==> src/rtl/trap_sequencer_if.sv <==
// Signal bundle between the privilege stage / CSR file / fetch stage and the trap sequencer.
// The master side drives requests and the current mstatus; the slave side is the sequencer.
interface trap_sequencer_if;
    logic        MMU_WAIT;
    logic        TRAP_EN;
    logic [31:0] TRAP_PC;
    logic [31:0] TRAP_CODE;
    logic [31:0] TRAP_JMP_TO;
    logic        CHMODE_DO;
    logic [1:0]  CHMODE_TRANS_TO;
    logic [31:0] CHMODE_JMP_TO;
    logic [31:0] CSR_MSTATUS_IN;
    logic        CSR_W_EN;
    logic [11:0] CSR_W_ADDR;
    logic [31:0] CSR_W_DATA;
    logic        FLUSH;
    logic        JMP_DO;
    logic [31:0] JMP_PC;
    logic [1:0]  MODE;
    logic        INT_ALLOW;
    logic        BUSY;

    modport master (
        output MMU_WAIT, TRAP_EN, TRAP_PC, TRAP_CODE, TRAP_JMP_TO,
               CHMODE_DO, CHMODE_TRANS_TO, CHMODE_JMP_TO, CSR_MSTATUS_IN,
        input  CSR_W_EN, CSR_W_ADDR, CSR_W_DATA, FLUSH, JMP_DO, JMP_PC,
               MODE, INT_ALLOW, BUSY
    );

    modport slave (
        input  MMU_WAIT, TRAP_EN, TRAP_PC, TRAP_CODE, TRAP_JMP_TO,
               CHMODE_DO, CHMODE_TRANS_TO, CHMODE_JMP_TO, CSR_MSTATUS_IN,
        output CSR_W_EN, CSR_W_ADDR, CSR_W_DATA, FLUSH, JMP_DO, JMP_PC,
               MODE, INT_ALLOW, BUSY
    );
endinterface

==> src/rtl/trap_sequencer.sv <==
// Sequences the CSR writes, flush and fetch redirect of a trap or xRET, one CSR write per cycle,
// and owns the current privilege mode.
module trap_sequencer #(
    parameter logic [11:0] ADDR_MSTATUS = 12'h300,
    parameter logic [11:0] ADDR_MEPC    = 12'h341,
    parameter logic [11:0] ADDR_MCAUSE  = 12'h342,
    parameter logic [1:0]  RESET_MODE   = 2'b11
) (
    input  logic             CLK,
    input  logic             RST,
    trap_sequencer_if.slave  bus
);
    localparam logic [2:0] S_IDLE     = 3'd0;
    localparam logic [2:0] S_T_EPC    = 3'd1;
    localparam logic [2:0] S_T_CAUSE  = 3'd2;
    localparam logic [2:0] S_T_STATUS = 3'd3;
    localparam logic [2:0] S_R_STATUS = 3'd4;
    localparam logic [2:0] S_REDIRECT = 3'd5;

    logic [2:0]  state_q, state_d;
    logic [1:0]  mode_q, mode_d;
    logic [31:0] pc_q, pc_d;
    logic [31:0] code_q, code_d;
    logic [31:0] target_q, target_d;
    logic [1:0]  trans_q, trans_d;
    logic        is_trap_q, is_trap_d;

    logic        csr_w_en;
    logic [11:0] csr_w_addr;
    logic [31:0] csr_w_data;
    logic        jmp_do;
    logic [31:0] jmp_pc;

    always_comb begin
        state_d   = state_q;
        mode_d    = mode_q;
        pc_d      = pc_q;
        code_d    = code_q;
        target_d  = target_q;
        trans_d   = trans_q;
        is_trap_d = is_trap_q;
        if (!bus.MMU_WAIT) begin
            case (state_q)
                S_IDLE: begin
                    // A trap outranks a simultaneous xRET; the xRET is simply lost.
                    if (bus.TRAP_EN) begin
                        pc_d      = bus.TRAP_PC;
                        code_d    = bus.TRAP_CODE;
                        target_d  = bus.TRAP_JMP_TO;
                        is_trap_d = 1'b1;
                        state_d   = S_T_EPC;
                    end else if (bus.CHMODE_DO) begin
                        target_d  = bus.CHMODE_JMP_TO;
                        trans_d   = bus.CHMODE_TRANS_TO;
                        is_trap_d = 1'b0;
                        state_d   = S_R_STATUS;
                    end
                end
                S_T_EPC:    state_d = S_T_CAUSE;
                S_T_CAUSE:  state_d = S_T_STATUS;
                S_T_STATUS: state_d = S_REDIRECT;
                S_R_STATUS: state_d = S_REDIRECT;
                S_REDIRECT: begin
                    state_d = S_IDLE;
                    mode_d  = is_trap_q ? 2'b11 : trans_q;
                end
                default:    state_d = S_IDLE;
            endcase
        end
    end

    always_ff @(posedge CLK) begin
        if (RST) begin
            state_q   <= S_IDLE;
            mode_q    <= RESET_MODE;
            pc_q      <= '0;
            code_q    <= '0;
            target_q  <= '0;
            trans_q   <= '0;
            is_trap_q <= 1'b0;
        end else begin
            state_q   <= state_d;
            mode_q    <= mode_d;
            pc_q      <= pc_d;
            code_q    <= code_d;
            target_q  <= target_d;
            trans_q   <= trans_d;
            is_trap_q <= is_trap_d;
        end
    end

    always_comb begin
        csr_w_en   = 1'b0;
        csr_w_addr = '0;
        csr_w_data = '0;
        jmp_do     = 1'b0;
        jmp_pc     = '0;
        case (state_q)
            S_T_EPC: begin
                csr_w_en   = 1'b1;
                csr_w_addr = ADDR_MEPC;
                csr_w_data = pc_q;
            end
            S_T_CAUSE: begin
                csr_w_en   = 1'b1;
                csr_w_addr = ADDR_MCAUSE;
                csr_w_data = code_q;
            end
            S_T_STATUS: begin
                // Trap entry: MPIE <- MIE, MIE <- 0, MPP <- mode being left.
                csr_w_en          = 1'b1;
                csr_w_addr        = ADDR_MSTATUS;
                csr_w_data        = bus.CSR_MSTATUS_IN;
                csr_w_data[7]     = bus.CSR_MSTATUS_IN[3];
                csr_w_data[3]     = 1'b0;
                csr_w_data[12:11] = mode_q;
            end
            S_R_STATUS: begin
                // Return: MIE <- MPIE, MPIE <- 1, MPP <- U.
                csr_w_en          = 1'b1;
                csr_w_addr        = ADDR_MSTATUS;
                csr_w_data        = bus.CSR_MSTATUS_IN;
                csr_w_data[3]     = bus.CSR_MSTATUS_IN[7];
                csr_w_data[7]     = 1'b1;
                csr_w_data[12:11] = 2'b00;
            end
            S_REDIRECT: begin
                jmp_do = 1'b1;
                jmp_pc = target_q;
            end
            default: ;
        endcase
        if (bus.MMU_WAIT) begin
            csr_w_en   = 1'b0;
            csr_w_addr = '0;
            csr_w_data = '0;
            jmp_do     = 1'b0;
            jmp_pc     = '0;
        end
    end

    assign bus.CSR_W_EN   = csr_w_en;
    assign bus.CSR_W_ADDR = csr_w_addr;
    assign bus.CSR_W_DATA = csr_w_data;
    assign bus.JMP_DO     = jmp_do;
    assign bus.JMP_PC     = jmp_pc;
    assign bus.FLUSH      = (state_q != S_IDLE);
    assign bus.BUSY       = (state_q != S_IDLE);
    assign bus.MODE       = mode_q;
    assign bus.INT_ALLOW  = (state_q == S_IDLE) && ((mode_q != 2'b11) || bus.CSR_MSTATUS_IN[3]);
endmodule
==> src/flat_wrapper.sv <==
// flat-port wrapper written by rule: the top's interface ports become plain ports
module trap_sequencer_flat 
#(
    parameter logic [11:0] ADDR_MSTATUS = 12'h300,
    parameter logic [11:0] ADDR_MEPC    = 12'h341,
    parameter logic [11:0] ADDR_MCAUSE  = 12'h342,
    parameter logic [1:0]  RESET_MODE   = 2'b11
)
  (CLK, RST, bus_MMU_WAIT, bus_TRAP_EN, bus_TRAP_PC, bus_TRAP_CODE, bus_TRAP_JMP_TO, bus_CHMODE_DO, bus_CHMODE_TRANS_TO, bus_CHMODE_JMP_TO, bus_CSR_MSTATUS_IN, bus_CSR_W_EN, bus_CSR_W_ADDR, bus_CSR_W_DATA, bus_FLUSH, bus_JMP_DO, bus_JMP_PC, bus_MODE, bus_INT_ALLOW, bus_BUSY);
  trap_sequencer_if bus_i ();
  input  logic CLK;
  input  logic RST;
  input wire logic [$bits(bus_i.MMU_WAIT)-1:0] bus_MMU_WAIT;
  input wire logic [$bits(bus_i.TRAP_EN)-1:0] bus_TRAP_EN;
  input wire logic [$bits(bus_i.TRAP_PC)-1:0] bus_TRAP_PC;
  input wire logic [$bits(bus_i.TRAP_CODE)-1:0] bus_TRAP_CODE;
  input wire logic [$bits(bus_i.TRAP_JMP_TO)-1:0] bus_TRAP_JMP_TO;
  input wire logic [$bits(bus_i.CHMODE_DO)-1:0] bus_CHMODE_DO;
  input wire logic [$bits(bus_i.CHMODE_TRANS_TO)-1:0] bus_CHMODE_TRANS_TO;
  input wire logic [$bits(bus_i.CHMODE_JMP_TO)-1:0] bus_CHMODE_JMP_TO;
  input wire logic [$bits(bus_i.CSR_MSTATUS_IN)-1:0] bus_CSR_MSTATUS_IN;
  output wire logic [$bits(bus_i.CSR_W_EN)-1:0] bus_CSR_W_EN;
  output wire logic [$bits(bus_i.CSR_W_ADDR)-1:0] bus_CSR_W_ADDR;
  output wire logic [$bits(bus_i.CSR_W_DATA)-1:0] bus_CSR_W_DATA;
  output wire logic [$bits(bus_i.FLUSH)-1:0] bus_FLUSH;
  output wire logic [$bits(bus_i.JMP_DO)-1:0] bus_JMP_DO;
  output wire logic [$bits(bus_i.JMP_PC)-1:0] bus_JMP_PC;
  output wire logic [$bits(bus_i.MODE)-1:0] bus_MODE;
  output wire logic [$bits(bus_i.INT_ALLOW)-1:0] bus_INT_ALLOW;
  output wire logic [$bits(bus_i.BUSY)-1:0] bus_BUSY;
  assign bus_i.MMU_WAIT = bus_MMU_WAIT;
  assign bus_i.TRAP_EN = bus_TRAP_EN;
  assign bus_i.TRAP_PC = bus_TRAP_PC;
  assign bus_i.TRAP_CODE = bus_TRAP_CODE;
  assign bus_i.TRAP_JMP_TO = bus_TRAP_JMP_TO;
  assign bus_i.CHMODE_DO = bus_CHMODE_DO;
  assign bus_i.CHMODE_TRANS_TO = bus_CHMODE_TRANS_TO;
  assign bus_i.CHMODE_JMP_TO = bus_CHMODE_JMP_TO;
  assign bus_i.CSR_MSTATUS_IN = bus_CSR_MSTATUS_IN;
  assign bus_CSR_W_EN = bus_i.CSR_W_EN;
  assign bus_CSR_W_ADDR = bus_i.CSR_W_ADDR;
  assign bus_CSR_W_DATA = bus_i.CSR_W_DATA;
  assign bus_FLUSH = bus_i.FLUSH;
  assign bus_JMP_DO = bus_i.JMP_DO;
  assign bus_JMP_PC = bus_i.JMP_PC;
  assign bus_MODE = bus_i.MODE;
  assign bus_INT_ALLOW = bus_i.INT_ALLOW;
  assign bus_BUSY = bus_i.BUSY;
  trap_sequencer #(.ADDR_MSTATUS(ADDR_MSTATUS), .ADDR_MEPC(ADDR_MEPC), .ADDR_MCAUSE(ADDR_MCAUSE), .RESET_MODE(RESET_MODE)) u_core (.CLK(CLK), .RST(RST), .bus(bus_i));
endmodule
==> config.mk <==
export PLATFORM = sky130hd
export DESIGN_NAME = trap_sequencer_flat
export DESIGN_NICKNAME = d
export VERILOG_FILES = /design/src/rtl/trap_sequencer_if.sv /design/src/rtl/trap_sequencer.sv /design/src/flat_wrapper.sv
export SDC_FILE = /design/constraint.sdc
export NUM_CORES = 1
export LEC_CHECK = 0
export BUFFER_PORTS_ARGS = -buffer_cell sky130_fd_sc_hd__buf_2
export CORE_AREA = 2 2 114 116
export DETAILED_ROUTE_END_ITERATION = 8
export DIE_AREA = 0 0 116 118
export PLACE_DENSITY_LB_ADDON = 0.1
export RECOVER_POWER = 100
export SKIP_LAST_GASP = 1
export SYNTH_ARGS = -nofsm -noshare
export SYNTH_HDL_FRONTEND = slang
export SYNTH_SLANG_ARGS = --single-unit
==> constraint.sdc <==
create_clock -name CLK -period 1.67 [get_ports CLK]
set_input_delay 0.0835 -clock CLK [delete_from_list [all_inputs] [get_ports CLK]]
set_output_delay 0.0835 -clock CLK [all_outputs]
set_load 0.1 [all_outputs]
==> results of run 1 <==
[Yosys cell counts, drive strengths merged]
cell type / n
o21a: 1
conb: 1
a221oi: 1
nand4b: 64
nor4: 1
mux2i: 35
nand2: 33
a32oi: 28
o21ai: 66
a22oi: 1
a31oi: 2
o21bai: 3
buf: 47
nor2b: 3
dfxtp: 104
clkbuf: 45
or3: 1
and3b: 1
nand3b: 3
or2: 1
nor4bb: 2
a21oi: 63
inv: 5
nor2: 5
nand2b: 70
o22ai: 1
mux2: 31
nor3: 3
nor3b: 6
a211oi: 34
and2: 34
[kinds of logic (layout without fill, tap and decap cells)]
logic type      count (synthesis)  in the layout  share of synthesized area [%]
other cells                     1              8                        0.06296
compound gates                200            200                          20.34
simple gates                  227            227                          25.57
flops                         104            104                          34.96
buf+inv                        97            360                          7.332
mux                            66             66                          11.74
[worst max-delay path, delay by kind of cell (launching register included)]
| kind | cells | cell delay, ns |
|---|---|---|
| mux | 1 | 0.27 |
| buf+inv | 2 | 0.49 |
| flops | 1 | 0.40 |
| simple gates | 1 | 0.14 |
| compound gates | 1 | 0.35 |
[per-stage QoR]
step / hold slack [ns] / setup slack, ns
2_1_floorplan: 0.2390 / -0.3540
3_3_place_gp: 0.3408 / -0.001380
3_5_place_dp: 0.3531 / -0.06315
4_1_cts: 0.0004132 / -0.2897
5_1_grt: 0.007960 / -0.4591
6_report: 0.004804 / -0.4650
[routing by layer]
metal / vias up / share of wire [%] / global-route usage, %
met2: 440 / 50 / 53.07
met1: 3303 / 35 / 35.45
met4: 0 / 5.4 / 13.24
li1: 3053 / - / -
met3: 114 / 9.6 / 6.282
met5: - / 0 / 0
[worst paths after layout]
check	from	endpoint	slack, ns	depth (start not counted)
min	bus_TRAP_CODE[31]	u_core.code_q[31]	0.005	3
max reg2reg	u_core.state_q[1]	u_core.pc_q[12]	-0.26	9
min reg2reg	u_core.code_q[23]	u_core.code_q[23]	0.47	2
max	u_core.state_q[0]	bus_CSR_W_DATA[11]	-0.47	5
[registers in the layout, indices dropped and copies added (netlist names)]
signal	count
u_core.code_q	32
u_core.pc_q	32
u_core.target_q	32
u_core.state_q	3
u_core.bus.MODE	2
u_core.trans_q	2
u_core.is_trap_q	1
[area by class of cell]
type | count | area [um2] | area share [%]
multi-input combinational | 500 | 4298 | 40.18
sequential | 104 | 2101 | 19.64
clock buffer | 13 | 260.3 | 2.433
inverter | 5 | 26.28 | 0.2456
clock inverter | 3 | 40.04 | 0.3743
timing repair buffer | 339 | 3755 | 35.10
tap | 172 | 215.2 | 2.012
antenna | 1 | 2.502 | 0.02339
[power by group through the flow]
stage | logic (mW) | clock network [mW] | registers [mW]
finish | 2.83 | 2.17 | 2.80
global route | 2.94 | 2.28 | 2.81
CTS | 2.30 | 2.17 | 2.78
detailed placement | 2.08 | 0 | 2.84
global placement | 2.03 | 0 | 2.82
floorplan | 1.38 | 0 | 2.80
[repair_timing]
item / 4_1_cts / 5_1_grt
pin swaps: 27 / 28
buffers inserted: 15 / 18
hold buffers: 5 / 0
cloned: 8 / 19
endpoints found under the hold margin: 5 / 0
gates resized for setup: 45 / 132
endpoints found under the setup margin: 94 / 175
==> results.cfg, run 1 <==
[outcome]
outcome = finished, violations left
violations = negative setup slack

[critical_path]
cpMaxStageDelayCell = dfxtp_4
arrival_ns = 2.05
path_cells = buf_12 -> mux2_2 -> nand2_1 -> a211oi_4 -> buf_12
cp-end-kind = output pin
cpPeakStageDelay_ns = 0.40
timing.critical_path.fanout_max = 51
crit_path_frequent_cell = buf_12
start_kind = register
crit_type = register to output pin
cp.required_ns = 1.59

[cts]
clk_path_buf_depth = 2
h-tree-depth = 3
cts_tree = yes
cts_sinks = 104
root_buffer = clkbuf_16
clk_pin_slew_ns = 0.07
cts_made_buffers = 9
clock_latency_ns = 0.35

[route]
drt-initial-drc-count = 642
ant_nets = 0
viasPerCell = 6.077
wirelength_mm = 26.02
drc_errors = 0
first_pass_iters = 7
drt-wirelength-per-cell_um = 22.89
vias = 6910

[floorplanning]
fp-row-count = 41
ioPinCount = 250
die_area_mm2 = 0.01369
die_w_um = 116
coreArea_mm2 = 0.01241
die_h_um = 118
start_util_pct = 47.97

[cells_and_area]
drive_above_1_share_pct = 53.53
final_common_cell = buf_2
final_core_util_pct = 86.17
fillers = 638
synthToLayoutAreaGrowth_pct = 79.62
final_cell_mix = buf_2, buf_12, dfxtp_1
final_cells = 1137
layout.nets = 1126
design_area_mm2 = 0.01070

[timing]
slew_violations = 0
fin_worst_skew_ns = 0.01020
fin_crit_sh_pct = 127.8
worst_slack_ns = -0.4650
period_needed_ns = 2.135
max_slew_margin_pct = 54.95
hold_viol = 0
fmax_ghz = 0.4684
rsz0062_at_grt = yes
tightest_slew_ns = 0.6758
tns_ns = -35.67
setup_violations = 173

[flow_run]
maxCapViolCount = 0

[pwr]
powerDensity_mw_per_mm2 = 728.9
leakagePower_nw = 4.120
max-vdd-ir-drop_mv = 0.5768
seqPwrFrac_pct = 35.9
clkPwrFrac_pct = 27.8
pwr-share-comb_pct = 36.2
total_power_mw = 7.798
switchingPower_mw = 2.647
swShare_pct = 33.94
intPower_mw = 5.151

[synthesis]
syn_inst = 695
yosys-top-cells-area = dfxtp_1, nand4b_1, nand2b_1, mux2i_1, mux2_2
ys_seq_area_share_pct = 34.96
synth_area_per_cell_um2 = 8.569
synth_top_area_share_pct = 34.96
ys_ff_latch = 104
synth_area_leader_cell = dfxtp_1
synth.distinct_cells = 36
syn_area_mm2 = 0.005956
yosys_warnings = 0

[grt]
grt_pass1_vias = 6505
grt_max_degree = 172
grt_pass1_wl_mm = 32.99
grt_antenna_before_repair = 1
track_usage_pct = 30.41
overflow = 0

[placement]
dpl.cell_count = 1058
postPlaceCellArea_mm2 = 0.009047
dpl.hpwl_mm = 13.14
port_buffers = 240
gp_congestion = 0.8579

[min_path]
hold_class = primary input to register
(Power assumes the default switching activity.)
==> inputs of run 2 (changes only) <==
--- a/config.mk
+++ b/config.mk
@@ -6,9 +6,9 @@
 export NUM_CORES = 1
 export LEC_CHECK = 0
 export BUFFER_PORTS_ARGS = -buffer_cell sky130_fd_sc_hd__buf_2
-export CORE_AREA = 2 2 114 116
+export CORE_AREA = 2 2 120 122
 export DETAILED_ROUTE_END_ITERATION = 8
-export DIE_AREA = 0 0 116 118
+export DIE_AREA = 0 0 122 124
 export PLACE_DENSITY_LB_ADDON = 0.1
 export RECOVER_POWER = 100
 export SKIP_LAST_GASP = 1
==> constraint.sdc (replaced) <==
create_clock -name CLK -period 1.86 [get_ports CLK]
set_input_delay 0.093 -clock CLK [delete_from_list [all_inputs] [get_ports CLK]]
set_output_delay 0.093 -clock CLK [all_outputs]
set_load 0.1 [all_outputs]
==> results.cfg, run 2 (synthesis gave the netlist of run 1 again) <==
[placement]
dpl.hpwl_mm = 13.66
port_buffers = 240
gp_congestion = 0.8032

[grt]
grt_antenna_before_repair = 0
grt_pass1_wl_mm = 32.43
grt_max_degree = 172
track_usage_pct = 27.16
grt_pass1_vias = 6384
overflow = 0

[critical_path]
timing.critical_path.fanout_max = 12
cpPeakStageDelay_ns = 0.39
cpLargestDelayFamily = buffers and inverters
crit_type = register to output pin
start_kind = register
cpMaxStageDelayCell = dfxtp_4
rr_endpoint = u_core.target_q[11]
cp.required_ns = 1.77
r2r_start = u_core.state_q[1]
arrival_ns = 1.95
r2r_slack_ns = 0.03
r2r_cells = 7
cp-end-kind = output pin
cp_num_buf_inv = 4
path_cells = buf_4 -> nor3b_4 -> buf_4 -> buf_12 -> a32oi_1 -> a21oi_4 -> buf_12

[cts]
root_buffer = clkbuf_16
cts_made_buffers = 9
h-tree-depth = 3
clk_pin_slew_ns = 0.07
cts_tree = yes
clock_latency_ns = 0.36
clk_path_buf_depth = 2
cts_sinks = 104

[floorplanning]
coreArea_mm2 = 0.01372
fp-row-count = 43
die_w_um = 122
ioPinCount = 250
die_area_mm2 = 0.01513
start_util_pct = 43.41
die_h_um = 124

[route]
wirelength_mm = 20.94
vias = 6365
drc_errors = 0
viasPerCell = 5.643
drt-wirelength-per-cell_um = 18.57
ant_nets = 0
drt-initial-drc-count = 447
first_pass_iters = 5

[pwr]
powerDensity_mw_per_mm2 = 661.6
max-vdd-ir-drop_mv = 0.4265
total_power_mw = 6.634
leakagePower_nw = 3.830

[timing]
worst_slack_ns = -0.1836
fin_crit_sh_pct = 109.9
max_slew_margin_pct = 60.90
setup_violations = 70
finalHoldWorstSlack_ns = 0.008685
fmax_ghz = 0.4893
hold_viol = 0
tightest_slew_ns = 0.5865
rsz0062_at_grt = yes
fin_worst_skew_ns = 0.008730
tns_ns = -8.922
period_needed_ns = 2.044
slew_violations = 0

[min_path]
min_to = u_core.pc_q[7]
hold_path.startpoint = bus_TRAP_PC[7]
hold_class = primary input to register
min_path_cells = 3

[flow_run]
maxCapViolCount = 0

[cells_and_area]
reg_top3 = u_core.code_q x32, u_core.pc_q x32, u_core.target_q x32
synthToLayoutAreaGrowth_pct = 68.38
diodes = 0
final_core_util_pct = 73.10
drive_above_1_share_pct = 46.20
final_cell_mix = buf_2, dfxtp_1, buf_12
layout.nets = 1110
final_common_cell = buf_2

[outcome]
outcome = finished, violations left
violations = negative setup slack
## run 2: cell count changes in the layout (fill, tap and decap cells not counted), sizes merged
| cell | previous run | this run |
|---|---|---|
| diode | 1 | 0 |
| clkbuf | 28 | 15 |
| bufinv | 1 | 2 |
| clkinvlp | 2 | 3 |
| buf | 319 | 297 |
| clkinv | 2 | 3 |
| dlygate4sd3 | 5 | 20 |
| bufbuf | 0 | 1 |
## run 2: through the flow
stage               instance area (um2)  setup slack, ns  cells
CTS                                9816          -0.1683   1115
global placement                   8984           0.1124   1065
floorplan                          6559          -0.2675    701
detailed placement                 8984          0.07997   1065
global route                      10030          -0.2244   1128
finish                            10030          -0.1836   1128
## run 2: repair_timing
action | in CTS | in global routing
pin swaps | 5 | 18
hold buffers | 19 | 1
endpoints found under the setup margin | 71 | 105
cloned | 6 | 3
setup buffers | 9 | 9
endpoints found under the hold margin | 19 | 1
gates resized for setup | 28 | 20
## run 2: layout make-up
class                           count  area [um2]
Multi-Input combinational cell    500        4004
Fill cell                        1024        3691
Timing Repair Buffer              323        3348
Sequential cell                   104        2101
Clock buffer                       10       239.0
Tap cell                          180       225.2
Clock inverter                      6       81.33
Inverter                            5       30.03
## run 2: tightest hold or removal path, cell delays in order
cell	delay, ns
buf_2	0.08
nand4b_1	0.09
o21ai_0	0.07
## run 2: how the worst max path moves through the flow
stage | startpoint | end | slack [ns] | cells after the start
2_1_floorplan | u_core.state_q[1] | bus_CSR_W_ADDR[6] | -0.27 | 4
3_3_place_gp | u_core.state_q[0] | bus_CSR_W_DATA[21] | 0.11 | 5
3_5_place_dp | u_core.state_q[2] | bus_CSR_W_ADDR[9] | 0.08 | 5
4_1_cts | u_core.state_q[1] | bus_CSR_W_DATA[3] | -0.17 | 5
5_1_grt | u_core.state_q[2] | bus_CSR_W_DATA[8] | -0.22 | 7
6_report | u_core.state_q[2] | bus_CSR_W_DATA[19] | -0.18 | 7
## run 2: power by group
group          switching, mW  internal [mW]
Clock                  0.858           1.21
Combinational           1.19          0.878
Sequential             0.105           2.39
## run 2: per-layer routing
layer / wire [um] / vias up / GRT usage [%]
met3: 1515 / 30 / 5.815
met1: 8218 / 3067 / 31.88
met5: 0 / - / 0
met2: 10750 / 254 / 49.34
li1: - / 3014 / -
met4: 456 / 0 / 8.621
==> inputs of run 3 (changes only) <==
--- a/config.mk
+++ b/config.mk
@@ -6,9 +6,10 @@
 export NUM_CORES = 1
 export LEC_CHECK = 0
 export BUFFER_PORTS_ARGS = -buffer_cell sky130_fd_sc_hd__buf_2
-export CORE_AREA = 2 2 120 122
+export CORE_AREA = 2 2 119 121
+export CTS_BUF_LIST = sky130_fd_sc_hd__clkbuf_2
 export DETAILED_ROUTE_END_ITERATION = 8
-export DIE_AREA = 0 0 122 124
+export DIE_AREA = 0 0 121 123
 export PLACE_DENSITY_LB_ADDON = 0.1
 export RECOVER_POWER = 100
 export SKIP_LAST_GASP = 1
==> results.cfg, run 3 (synthesis gave the netlist of run 1 again) <==
[grt]
grt_antenna_before_repair = 1
overflow = 0
track_usage_pct = 31.30
grt_pass1_wl_mm = 36.69
grt_pass1_vias = 7280
grt_max_degree = 54

[timing]
rsz0062_at_grt = yes
hold_viol = 0
worst_slack_ns = -0.5867
slew_violations = 0
fmax_ghz = 0.4087
tightest_slew_ns = 0.5185
period_needed_ns = 2.447
setup_violations = 146
fin_crit_sh_pct = 131.5
fin_worst_skew_ns = 0.03207
max_slew_margin_pct = 65.67

[route]
viasPerCell = 5.829
ant_nets = 0
wirelength_mm = 26.91
vias = 7374
drt-initial-drc-count = 657
drt-wirelength-per-cell_um = 21.27
drc_errors = 0
first_pass_iters = 5

[critical_path]
crit_path_frequent_cell = buf_12
crit_type = register to output pin
cp_num_buf_inv = 5
path_cells = buf_6 -> buf_12 -> nor3_4 -> or3_4 -> buf_16 -> clkinvlp_4 -> buf_12
cp.required_ns = 1.77
timing.critical_path.fanout_max = 13
start_kind = register
arrival_ns = 2.35
cpLargestDelayFamily = buffers and inverters
cpPeakStageDelay_ns = 0.42
cpMaxStageDelayCell = dfxtp_4
cp-end-kind = output pin

[floorplanning]
fp-row-count = 43
coreArea_mm2 = 0.01361
ioPinCount = 250
die_area_mm2 = 0.01488
die_h_um = 123
die_w_um = 121
start_util_pct = 43.75

[placement]
place_ws_ns = 0.03226
dpl.hpwl_mm = 13.70
gp_congestion = 0.7976
port_buffers = 240

[cts]
clock_latency_ns = 0.66
root_buffer = clkbuf_2
cts_tree = yes
cts_sinks = 104
clk_pin_slew_ns = 0.25
cts_made_buffers = 9
clk_path_buf_depth = 2
h-tree-depth = 3

[cells_and_area]
reg_top3 = u_core.code_q x32, u_core.pc_q x32, u_core.target_q x32
final_common_cell = buf_2
drive_above_1_share_pct = 43.95
final_cell_mix = buf_2, dlygate4sd3_1, dfxtp_1
layout.nets = 1245
synthToLayoutAreaGrowth_pct = 92.21

[pwr]
powerDensity_mw_per_mm2 = 536.6
leakagePower_nw = 4.437
max-vdd-ir-drop_mv = 0.3418
total_power_mw = 6.143

[min_path]
hold_class = primary input to register

[outcome]
outcome = finished, violations left
violations = negative setup slack

[flow_run]
maxCapViolCount = 0
-- run 3: layer usage --
metal | vias to the layer above | part of all wire, % | global-route usage, %
met5 | - | 0 | 0
met4 | 0 | 4.0 | 14.97
met3 | 90 | 7.3 | 7.657
met2 | 387 | 52 | 57.02
met1 | 3607 | 37 | 34.02
li1 | 3290 | - | -
-- run 3: report_power, final --
part / total [mW] / internal (mW) / leakage (nW) / switching (mW)
logic: 2.63 / 1.23 / 3.52 / 1.40
registers: 2.52 / 2.40 / 0.853 / 0.118
clock network: 0.993 / 0.177 / 0.0653 / 0.816
-- run 3: what timing repair did --
action                                  CTS  global route
endpoints found under the setup margin   75            94
setup buffers                            23            14
gates resized for setup                  30            82
hold buffers                            133             0
cloned                                    4            17
pin swaps                                30            38
endpoints found under the hold margin   100             0
-- run 3: worst register-to-register path, cell delays in order (launching register included) --
cell and delay [ns]:
dfxtp_4 0.42, buf_6 0.12, buf_12 0.13, buf_4 0.16, nor4_4 0.32, buf_4 0.20, buf_4 0.11, buf_6 0.12
clkbuf_16 0.17, nand4b_1 0.11, o21ai_1 0.12
-- run 3: path summary, 6_finish.rpt --
kind / depth (start not counted) / slack (ns) / from / endpoint
max: 7 / -0.59 / u_core.state_q[0] / bus_CSR_W_ADDR[9]
min: 4 / 0.09 / bus_MMU_WAIT / u_core.state_q[0]
max reg2reg: 10 / -0.15 / u_core.state_q[0] / u_core.code_q[10]
min reg2reg: 2 / 0.49 / u_core.code_q[6] / u_core.code_q[6]
-- run 3: layout make-up --
cell class / instances / area [um2]
Timing Repair Buffer: 458 / 4860
Multi-Input combinational cell: 500 / 4146
Fill cell: 734 / 2165
Sequential cell: 104 / 2101
Tap cell: 180 / 225.2
Clock buffer: 11 / 55.05
Inverter: 5 / 30.03
Clock inverter: 5 / 25.02
Antenna cell: 2 / 5.005
-- run 3: through the flow --
step	cell area (um2)	instances	setup TNS, ns	hold WS, ns	utilization, %
2_1_floorplan	6559	701	-2.737	0.2485	-
3_3_place_gp	8936	1057	0	0.3490	65.65
3_5_place_dp	8936	1057	0	0.3575	65.65
4_1_cts	10750	1233	-34.08	0.01370	79.01
5_1_grt	11440	1264	-54.08	0.09481	84.08
6_report	11450	1265	-42.03	0.09375	84.10
